<file path="src/rtl/audio_fs_pkg.sv">
// rtl/audio_fs_pkg.sv - shared constants and helpers for the PCM fs timing generator
//
// Purpose: fs_sel encodings plus constant functions used to size the NCO accumulator.
// Ports: none (package).

package audio_fs_pkg;

  // fs_sel encodings
  localparam logic [1:0] FS_SEL_32K  = 2'd0;
  localparam logic [1:0] FS_SEL_44K1 = 2'd1;
  localparam logic [1:0] FS_SEL_48K  = 2'd2;
  localparam logic [1:0] FS_SEL_96K  = 2'd3;

  // Ceiling log2; clog2(1) = 0.
  function automatic int clog2(input int value);
    int result;
    int v;
    result = 0;
    v      = value - 1;
    while (v > 0) begin
      result = result + 1;
      v      = v >> 1;
    end
    return result;
  endfunction

  // One spare bit so acc + inc (both below the modulus) cannot overflow.
  function automatic int acc_width(input int modulus);
    return clog2(modulus) + 1;
  endfunction

endpackage

</file>
<file path="src/rtl/audio_fs_timing_nco.sv">
// rtl/audio_fs_timing_nco.sv - fractional accumulator producing the fs tick and pcm_fs
//
// Purpose: exact-average rate generator. Each cycle acc advances by inc; a wrap past
//          MODULUS produces a registered one-cycle tick. The increment only changes in
//          the tick cycle, and acc is never cleared, so rate changes are phase continuous.
// Ports:
//   clk      in   clock
//   reset_n  in   asynchronous active-low reset
//   inc_sel  in   increment to adopt at the next tick
//   tick     out  one cycle per sample period
//   pcm_fs   out  high from the tick cycle until acc first reaches MODULUS/2

module fs_nco
  import audio_fs_pkg::*;
#(
  parameter int MODULUS   = 74250000,
  parameter int INC_WIDTH = 28,
  parameter int INC_INIT  = 32000
) (
  input  logic                 clk,
  input  logic                 reset_n,
  input  logic [INC_WIDTH-1:0] inc_sel,
  output logic                 tick,
  output logic                 pcm_fs
);

  localparam int            AW   = acc_width(MODULUS);
  localparam logic [AW-1:0] MOD  = AW'(MODULUS);
  localparam logic [AW-1:0] HALF = AW'(MODULUS / 2);

  logic [AW-1:0]        acc_q, acc_d;
  logic [AW-1:0]        sum;
  logic [INC_WIDTH-1:0] inc_q, inc_d;
  logic                 tick_q, tick_d;
  logic                 pcm_fs_q, pcm_fs_d;

  always_comb begin
    sum      = acc_q + AW'(inc_q);
    acc_d    = sum;
    tick_d   = 1'b0;
    pcm_fs_d = pcm_fs_q;
    inc_d    = inc_q;
    if (sum >= MOD) begin
      acc_d    = sum - MOD;
      tick_d   = 1'b1;
      pcm_fs_d = 1'b1;
    end else if (sum >= HALF) begin
      // Decided on the next acc value so pcm_fs is already low in the
      // first cycle where acc >= MODULUS/2.
      pcm_fs_d = 1'b0;
    end
    if (tick_q) begin
      inc_d = inc_sel;
    end
  end

  always_ff @(posedge clk or negedge reset_n) begin
    if (!reset_n) begin
      acc_q    <= '0;
      inc_q    <= INC_WIDTH'(INC_INIT);
      tick_q   <= 1'b0;
      pcm_fs_q <= 1'b0;
    end else begin
      acc_q    <= acc_d;
      inc_q    <= inc_d;
      tick_q   <= tick_d;
      pcm_fs_q <= pcm_fs_d;
    end
  end

  assign tick   = tick_q;
  assign pcm_fs = pcm_fs_q;

endmodule

</file>
<file path="src/rtl/audio_fs_timing.sv">
// rtl/audio_fs_timing.sv - PCM sample-rate timing generator with sample holding buffer
//
// Purpose: selects one of four rates for the NCO, requests a sample set each period,
//          holds the newest set in a stage register and presents it on pcm_out at
//          the following fs tick; flags periods with no fresh sample as underruns.
// Build option: AUDIO_FS_TIMING_MUTE_ON_UNDERRUN_EN - when defined, pcm_out is
//          zeroed on underrun; otherwise the last sample set is repeated.
// Ports:
//   clk           in   video clock
//   reset_n       in   asynchronous active-low reset
//   fs_sel        in   rate select (adopted at the next tick)
//   sample_req    out  one-cycle request, cycle after the tick
//   sample_valid  in   pcm_in carries a sample set
//   pcm_in        in   channel c at [c*SAMPLE_WIDTH +: SAMPLE_WIDTH]
//   pcm_fs        out  sample clock, ~50% duty
//   pcm_out       out  held sample set
//   underrun      out  one-cycle pulse, cycle after a tick that found no sample
//   underrun_cnt  out  saturating underrun count

module audio_fs_timing
  import audio_fs_pkg::*;
#(
  parameter int CLOCK_FREQ_HZ = 74250000,
  parameter int FS0_HZ        = 32000,
  parameter int FS1_HZ        = 44100,
  parameter int FS2_HZ        = 48000,
  parameter int FS3_HZ        = 96000,
  parameter int CHANNELS      = 2,
  parameter int SAMPLE_WIDTH  = 24
) (
  input  logic                             clk,
  input  logic                             reset_n,
  input  logic [1:0]                       fs_sel,
  output logic                             sample_req,
  input  logic                             sample_valid,
  input  logic [CHANNELS*SAMPLE_WIDTH-1:0] pcm_in,
  output logic                             pcm_fs,
  output logic [CHANNELS*SAMPLE_WIDTH-1:0] pcm_out,
  output logic                             underrun,
  output logic [7:0]                       underrun_cnt
);

  localparam int AW = acc_width(CLOCK_FREQ_HZ);
  localparam int PW = CHANNELS * SAMPLE_WIDTH;

  logic [AW-1:0] inc_sel;
  logic          tick;

  always_comb begin
    inc_sel = AW'(FS3_HZ);
    case (fs_sel)
      FS_SEL_32K:  inc_sel = AW'(FS0_HZ);
      FS_SEL_44K1: inc_sel = AW'(FS1_HZ);
      FS_SEL_48K:  inc_sel = AW'(FS2_HZ);
      default:     inc_sel = AW'(FS3_HZ);
    endcase
  end

  fs_nco #(
    .MODULUS   (CLOCK_FREQ_HZ),
    .INC_WIDTH (AW),
    .INC_INIT  (FS0_HZ)
  ) u_nco (
    .clk     (clk),
    .reset_n (reset_n),
    .inc_sel (inc_sel),
    .tick    (tick),
    .pcm_fs  (pcm_fs)
  );

  logic [PW-1:0] stage_q, stage_d;
  logic [PW-1:0] pcm_out_q, pcm_out_d;
  logic          pend_q, pend_d;
  logic          sample_req_q, sample_req_d;
  logic          underrun_q, underrun_d;
  logic [7:0]    underrun_cnt_q, underrun_cnt_d;

  always_comb begin
    stage_d        = stage_q;
    pend_d         = pend_q;
    pcm_out_d      = pcm_out_q;
    underrun_cnt_d = underrun_cnt_q;
    sample_req_d   = tick;
    underrun_d     = tick & ~pend_q;
    if (tick) begin
      if (pend_q) begin
        pcm_out_d = stage_q;
        pend_d    = 1'b0;
      end else begin
`ifdef AUDIO_FS_TIMING_MUTE_ON_UNDERRUN_EN
        pcm_out_d = '0;
`endif
        if (underrun_cnt_q != 8'hFF) begin
          underrun_cnt_d = underrun_cnt_q + 8'd1;
        end
      end
    end
    // Evaluated after the transfer: a set arriving in the tick cycle is kept
    // for the next period rather than being consumed by this tick.
    if (sample_valid) begin
      stage_d = pcm_in;
      pend_d  = 1'b1;
    end
  end

  always_ff @(posedge clk or negedge reset_n) begin
    if (!reset_n) begin
      stage_q        <= '0;
      pcm_out_q      <= '0;
      pend_q         <= 1'b0;
      sample_req_q   <= 1'b0;
      underrun_q     <= 1'b0;
      underrun_cnt_q <= 8'd0;
    end else begin
      stage_q        <= stage_d;
      pcm_out_q      <= pcm_out_d;
      pend_q         <= pend_d;
      sample_req_q   <= sample_req_d;
      underrun_q     <= underrun_d;
      underrun_cnt_q <= underrun_cnt_d;
    end
  end

  assign sample_req   = sample_req_q;
  assign pcm_out      = pcm_out_q;
  assign underrun     = underrun_q;
  assign underrun_cnt = underrun_cnt_q;

endmodule
</file>
<file path="config.mk">
export PLATFORM = sky130hd
export DESIGN_NAME = audio_fs_timing
export DESIGN_NICKNAME = d
export VERILOG_FILES = /design/src/rtl/audio_fs_pkg.sv /design/src/rtl/audio_fs_timing_nco.sv /design/src/rtl/audio_fs_timing.sv
export SDC_FILE = /design/constraint.sdc
export NUM_CORES = 1
export LEC_CHECK = 0
export ABC_AREA = 1
export CAP_MARGIN = 10
export CORE_AREA = 2 2 121 123
export CTS_CLUSTER_DIAMETER = 50
export DETAILED_ROUTE_END_ITERATION = 7
export DIE_AREA = 0 0 123 125
export MAX_ROUTING_LAYER = met4
export PLACE_DENSITY = 0.87
export SLEW_MARGIN = 0
export SYNTH_ARGS = -nofsm -noshare
export SYNTH_HDL_FRONTEND = slang
export SYNTH_SLANG_ARGS = --single-unit
</file>
<file path="constraint.sdc">
create_clock -name clk -period 3.1 [get_ports clk]
set_input_delay 0.62 -clock clk [delete_from_list [all_inputs] [get_ports clk]]
set_output_delay 0.62 -clock clk [all_outputs]
set_load 0.02 [all_outputs]
</file>
==> impl_table.tex <==
\begin{tabular}{lr}
\hline
Metric & Value \\
\hline
\multicolumn{2}{l}{\textbf{Synthesis}} \\
\quad Number of distinct library cells after synthesis & 34 \\
\quad Number of flip-flops and latches in the synthesized netlist & 144 \\
\quad Post-synthesis compound-gate area fraction & under 10\% \\
\quad Synth Net Count & between 1000 and 1500 \\
\quad Multiplexer share of the synthesized area & less than 1\% \\
\quad Instance count of the mapped netlist & around 1000 \\
\quad Basic-gate share of the synthesized area counting and, or, nand and nor cells & $\sim$29\% \\
\quad Post-synthesis cell area & approximately 7600 µm² \\
\quad Largest family of logic cells by synthesized area & simple AND/OR/NAND/NOR gates \\
\quad Number of warning messages in the yosys log & 0 \\
\quad Average cell area after synthesis & around 7.6 µm² \\
\quad Sequential-to-total area share from yosys stat & about 47\% \\
\quad Adder and majority cell fraction of the synthesized area & under 10\% \\
\quad Xor and xnor area share after synthesis & 2.17\% \\
\multicolumn{2}{l}{\textbf{Setup path}} \\
\quad Slowest cell on the critical path & dfrtp\_1 \\
\quad Delay of the slowest critical-path stage & 0.40 ns \\
\quad Critical path class & flop to flop \\
\quad FF-to-FF setup slack & approximately 0.16 ns \\
\quad Category of cells accounting for the largest share of critical-path delay & simple AND/OR/NAND/NOR gates \\
\quad Number of cells on the worst reg-to-reg path & 19 \\
\quad Critical-path maximum fanout & 11 \\
\quad Worst R2R End & u\_nco.acc\_q[10]\$\_DFF\_PN0\_ \\
\quad Buf+Inv Stages, Crit Path & 4 \\
\quad Chain of cells forming the critical path & ha\_2, ha\_4, nand2\_1, inv\_1, nor2\_4, inv\_1, ha\_1, inv\_1, nor2\_1, nand2\_1, nand3\_2, o21ai\_4, nand2\_4, a21oi\_4, nand2\_2, nand3\_4, buf\_6, nand2\_1, o21ai\_1 \\
\quad Startpoint types & flop \\
\quad Worst Path Arrival & 3.27 ns \\
\quad Required time at the worst-slack endpoint & around 3.4 ns \\
\quad Worst R2R Start & u\_nco.inc\_q[6]\$\_DFFE\_PN0P\_ \\
\quad Stages on the worst setup path & 19 \\
\quad Setup crit end kind & flop \\
\multicolumn{2}{l}{\textbf{Global route}} \\
\quad Total global routing track utilization & between 20\% and 30\% \\
\quad Pin count of the biggest net entering global routing & 73 \\
\quad Global-route wire length before repair & 32200 µm \\
\quad Via count of the first global-routing pass & roughly 6800 \\
\quad Number of antenna violations at the first check in global routing & 0 \\
\quad Global-route congestion overflow total & 0 \\
\multicolumn{2}{l}{\textbf{Placed design}} \\
\quad Post-Place Cell Area & about 9000 µm² \\
\quad Setup slack after placement & around 0.044 ns \\
\quad Gpl congestion & $\sim$0.91 \\
\quad Number of buffers added on ports & 111 \\
\quad Detailed placement HPWL & 13700 µm \\
\multicolumn{2}{l}{\textbf{Layout}} \\
\quad Number of filler cells placed in the layout & 1112 \\
\quad Number of antenna repair diodes & 0 \\
\quad Area growth from synthesis to layout & 26.9\% \\
\quad Number of nets in the layout & roughly 1200 \\
\quad Ratio of cells with drive above 1 in the final layout & 10.4\% \\
\quad Leading cell types in the layout, fill and taps excluded & 324 x nand2\_1, 140 x dfrtp\_1, 132 x inv\_1 \\
\quad Most common cell after layout, fill and taps aside & nand2\_1 \\
\quad Non-Filler Cell Area, Final & about 9600 µm² \\
\multicolumn{2}{l}{\textbf{Clocking}} \\
\quad Clk Latency, worst-skew pair & roughly 0.42 ns \\
\quad Clock tree root buffer cell & clkbuf\_16 \\
\quad Sinks on Clock Net & 144 \\
\quad Number of buffers created by CTS & 17 \\
\quad CTS tree & done \\
\quad Hold Buf Count CTS & 0 \\
\quad H-tree levels & 4 \\
\quad Worst-case clock buffer depth & 2 \\
\quad Clock Pin Slew Worst Setup and Hold Paths & about 0.06 ns \\
\multicolumn{2}{l}{\textbf{Floorplanning}} \\
\quad Placeable core area & 14200 µm² \\
\quad Vertical die dimension & between 100 and 150 µm \\
\quad Number of rows in the core area & 44 \\
\quad Die span in x & approximately 120 µm \\
\quad Initial Util & 53.5\% \\
\quad Boundary pin count & $\sim$110 \\
\quad Die area & between 15000 and 20000 µm² \\
\multicolumn{2}{l}{\textbf{Power and ir drop}} \\
\quad Ratio of total power to cell area & approximately 420 nW/µm² \\
\quad Static leakage & $\sim$4.7 nW \\
\quad Switching portion of total power & 23.0\% \\
\quad Worst supply voltage drop on vdd & between 300 and 400 µV \\
\quad Clock network fraction of design power & about 47\% \\
\quad Internal power & approximately 3.1 mW \\
\quad Sequential share of power & a little under half \\
\quad Combinational Power Share & 4.9\% \\
\quad Psw & 0.935 mW \\
\multicolumn{2}{l}{\textbf{Detailed routing}} \\
\quad DRC viols & 0 \\
\quad Average detailed-routed wire length per instance & $\sim$15 µm \\
\quad Number of detailed-route iterations in the first pass & 8 \\
\quad Total routed wirelength & 19500 µm \\
\quad Highest routing layer actually used & met4 \\
\quad Number of vias per cell after detailed routing & $\sim$5.2 \\
\quad Final ANT Viol Nets & 0 \\
\quad M1 wire length & between 7000 and 8000 µm \\
\quad Met2 wirelength from detailed routing & $\sim$9400 µm \\
\quad Drt initial violations & 557 \\
\quad Total number of vias & between 6000 and 7000 \\
\quad Met3 wirelength from detailed routing & around 1700 µm \\
\multicolumn{2}{l}{\textbf{Timing}} \\
\quad Final worst path period share & 94.7\% \\
\quad Count of endpoints failing setup in the final report & 0 \\
\quad Final Hold Viols & 0 \\
\quad Post-Route Skew & around 0.0070 ns \\
\quad Final Slew Violations & 0 \\
\quad Worst Hold Slack & approximately 0.18 ns \\
\quad Worst Slack Setup Final & around 0.16 ns \\
\quad Time the worst path needs with I/O delays and setup & approximately 2.9 ns \\
\quad F\_max & between 300 and 400 MHz \\
\quad Transition time at the pin with the least slew margin & 0.740 ns \\
\quad Headroom to the max-slew limit & $\sim$51\% \\
\multicolumn{2}{l}{\textbf{Flow run}} \\
\quad Number of maximum-capacitance violations & 0 \\
\multicolumn{2}{l}{\textbf{Run status}} \\
\quad Status & finished, final reports clean \\
\multicolumn{2}{l}{\textbf{Min path}} \\
\quad Min-delay worst type & primary input to asynchronous set/reset pin \\
\hline
\end{tabular}
[worst max path at each step]
stage	slack, ns	startpoint	end
floorplan	0.29	u_nco.inc_q[6]$_DFFE_PN0P_	u_nco.acc_q[24]$_DFF_PN0_
global placement	0.17	u_nco.inc_q[6]$_DFFE_PN0P_	u_nco.acc_q[21]$_DFF_PN0_
detailed placement	0.04	u_nco.inc_q[6]$_DFFE_PN0P_	u_nco.acc_q[7]$_DFF_PN0_
CTS	0.01	u_nco.inc_q[6]$_DFFE_PN0P_	u_nco.acc_q[8]$_DFF_PN0_
global route	-0.03	u_nco.inc_q[12]$_DFFE_PN1P_	u_nco.acc_q[11]$_DFF_PN0_
finish	0.16	u_nco.inc_q[6]$_DFFE_PN0P_	u_nco.acc_q[10]$_DFF_PN0_
[per-stage QoR]
step | total power, mW | std cells | TNS, ns | util (%)
final | 4.06 | 1319 | 0 | 67.9
after detailed placement | 2.18 | 1283 | 0 | 63.0
after floorplan | 2.05 | 1001 | 0 | -
after global placement | 2.17 | 1283 | 0 | 63.0
after global routing | 4.21 | 1319 | -0.164 | 67.9
after CTS | 4.08 | 1314 | 0 | 66.9
[worst reg2reg max path: cells and delay by family (launching register included)]
family	cells	cell delay, ns
and+or+nand+nor	9	0.89
adders and majority gates	3	0.64
AOI/OAI and AO/OA	3	0.50
buffers and inverters	4	0.41
DFF	1	0.40
[cells in the mapped netlist]
| cell type | number | area [µm²] |
|---|---|---|
| ha_1 | 19 | 238 |
| nor2_2 | 4 | 25.0 |
| o21bai_2 | 1 | 11.3 |
| o21ai_0 | 103 | 515 |
| nor2_1 | 60 | 225 |
| a31oi_1 | 1 | 6.26 |
| buf_6 | 4 | 45.0 |
| o21ai_2 | 2 | 17.5 |
| a21oi_1 | 10 | 50.1 |
| nand2_1 | 333 | 1250 |
| a21o_1 | 1 | 7.51 |
| inv_1 | 132 | 495 |
| nor3_1 | 9 | 45.0 |
| nor2_4 | 2 | 22.5 |
| o21a_1 | 3 | 22.5 |
| o21bai_1 | 2 | 15.0 |
| xnor2_1 | 4 | 35.0 |
| mux2_2 | 1 | 11.3 |
| nand3b_1 | 2 | 15.0 |
| a21oi_4 | 1 | 16.3 |
| o21ai_1 | 15 | 75.1 |
| and2_1 | 1 | 6.26 |
| dfrtp_1 | 140 | 3500 |
| nand3_2 | 4 | 40.0 |
| nand4_1 | 15 | 93.8 |
| clkbuf_1 | 23 | 86.3 |
| o211ai_1 | 2 | 15.0 |
| dfstp_2 | 4 | 105 |
| xor2_1 | 13 | 114 |
| nand3_1 | 62 | 310 |
| nand2_2 | 19 | 119 |
| inv_2 | 7 | 26.3 |
| xor2_2 | 1 | 16.3 |
| nand3_4 | 1 | 17.5 |
[state kept, by name, indices dropped and copies added (netlist names)]
signal / cells
pcm_out: 48
pend_q: 1
sample_req: 1
stage_q: 48
u_nco.acc_q: 26
u_nco.inc_q: 9
u_nco.pcm_fs: 1
u_nco.tick: 1
underrun: 1
underrun_cnt: 8
[power groups by stage]
stage	Sequential [mW]	Clock [mW]	Combinational [mW]
4_1_cts	1.95	1.93	0.203
6_report	1.95	1.91	0.199
5_1_grt	1.95	2.02	0.234
3_3_place_gp	1.98	0	0.192
2_1_floorplan	1.98	0	0.0719
3_5_place_dp	1.98	0	0.200
[metal layers]
layer  vias to the layer above  GRT usage, %
met4                         0          8.69
met5                         -             -
li1                       3386             -
met2                       252          41.8
met1                      3225          34.1
met3                        41          9.53
[kinds of logic after synthesis]
logic type / Yosys count
compound gates: 141
xor+xnor: 18
fa+ha+maj: 19
buf+inv: 166
flops: 144
mux: 1
simple gates: 512
[cell type report]
class                      instances  area [µm²]  share of cell area [%]
clock buffer                      19         433                    4.49
inverter                         139         522                    5.41
timing repair buffer             129        1280                    13.3
multi-input combinational        692        3450                    35.8
tap                              184         230                    2.39
sequential                       144        3610                    37.4
clock inverter                    12         114                    1.18
[timing repair]
item                                    CTS  global route
pin swaps                                 0             6
gates cloned                              0             1
gates resized for setup                   2            26
endpoints found under the setup margin    8            26
endpoints found under the hold margin     0             0
buffers inserted                          0             4
Note: power is estimated with default switching activity, not from simulation.
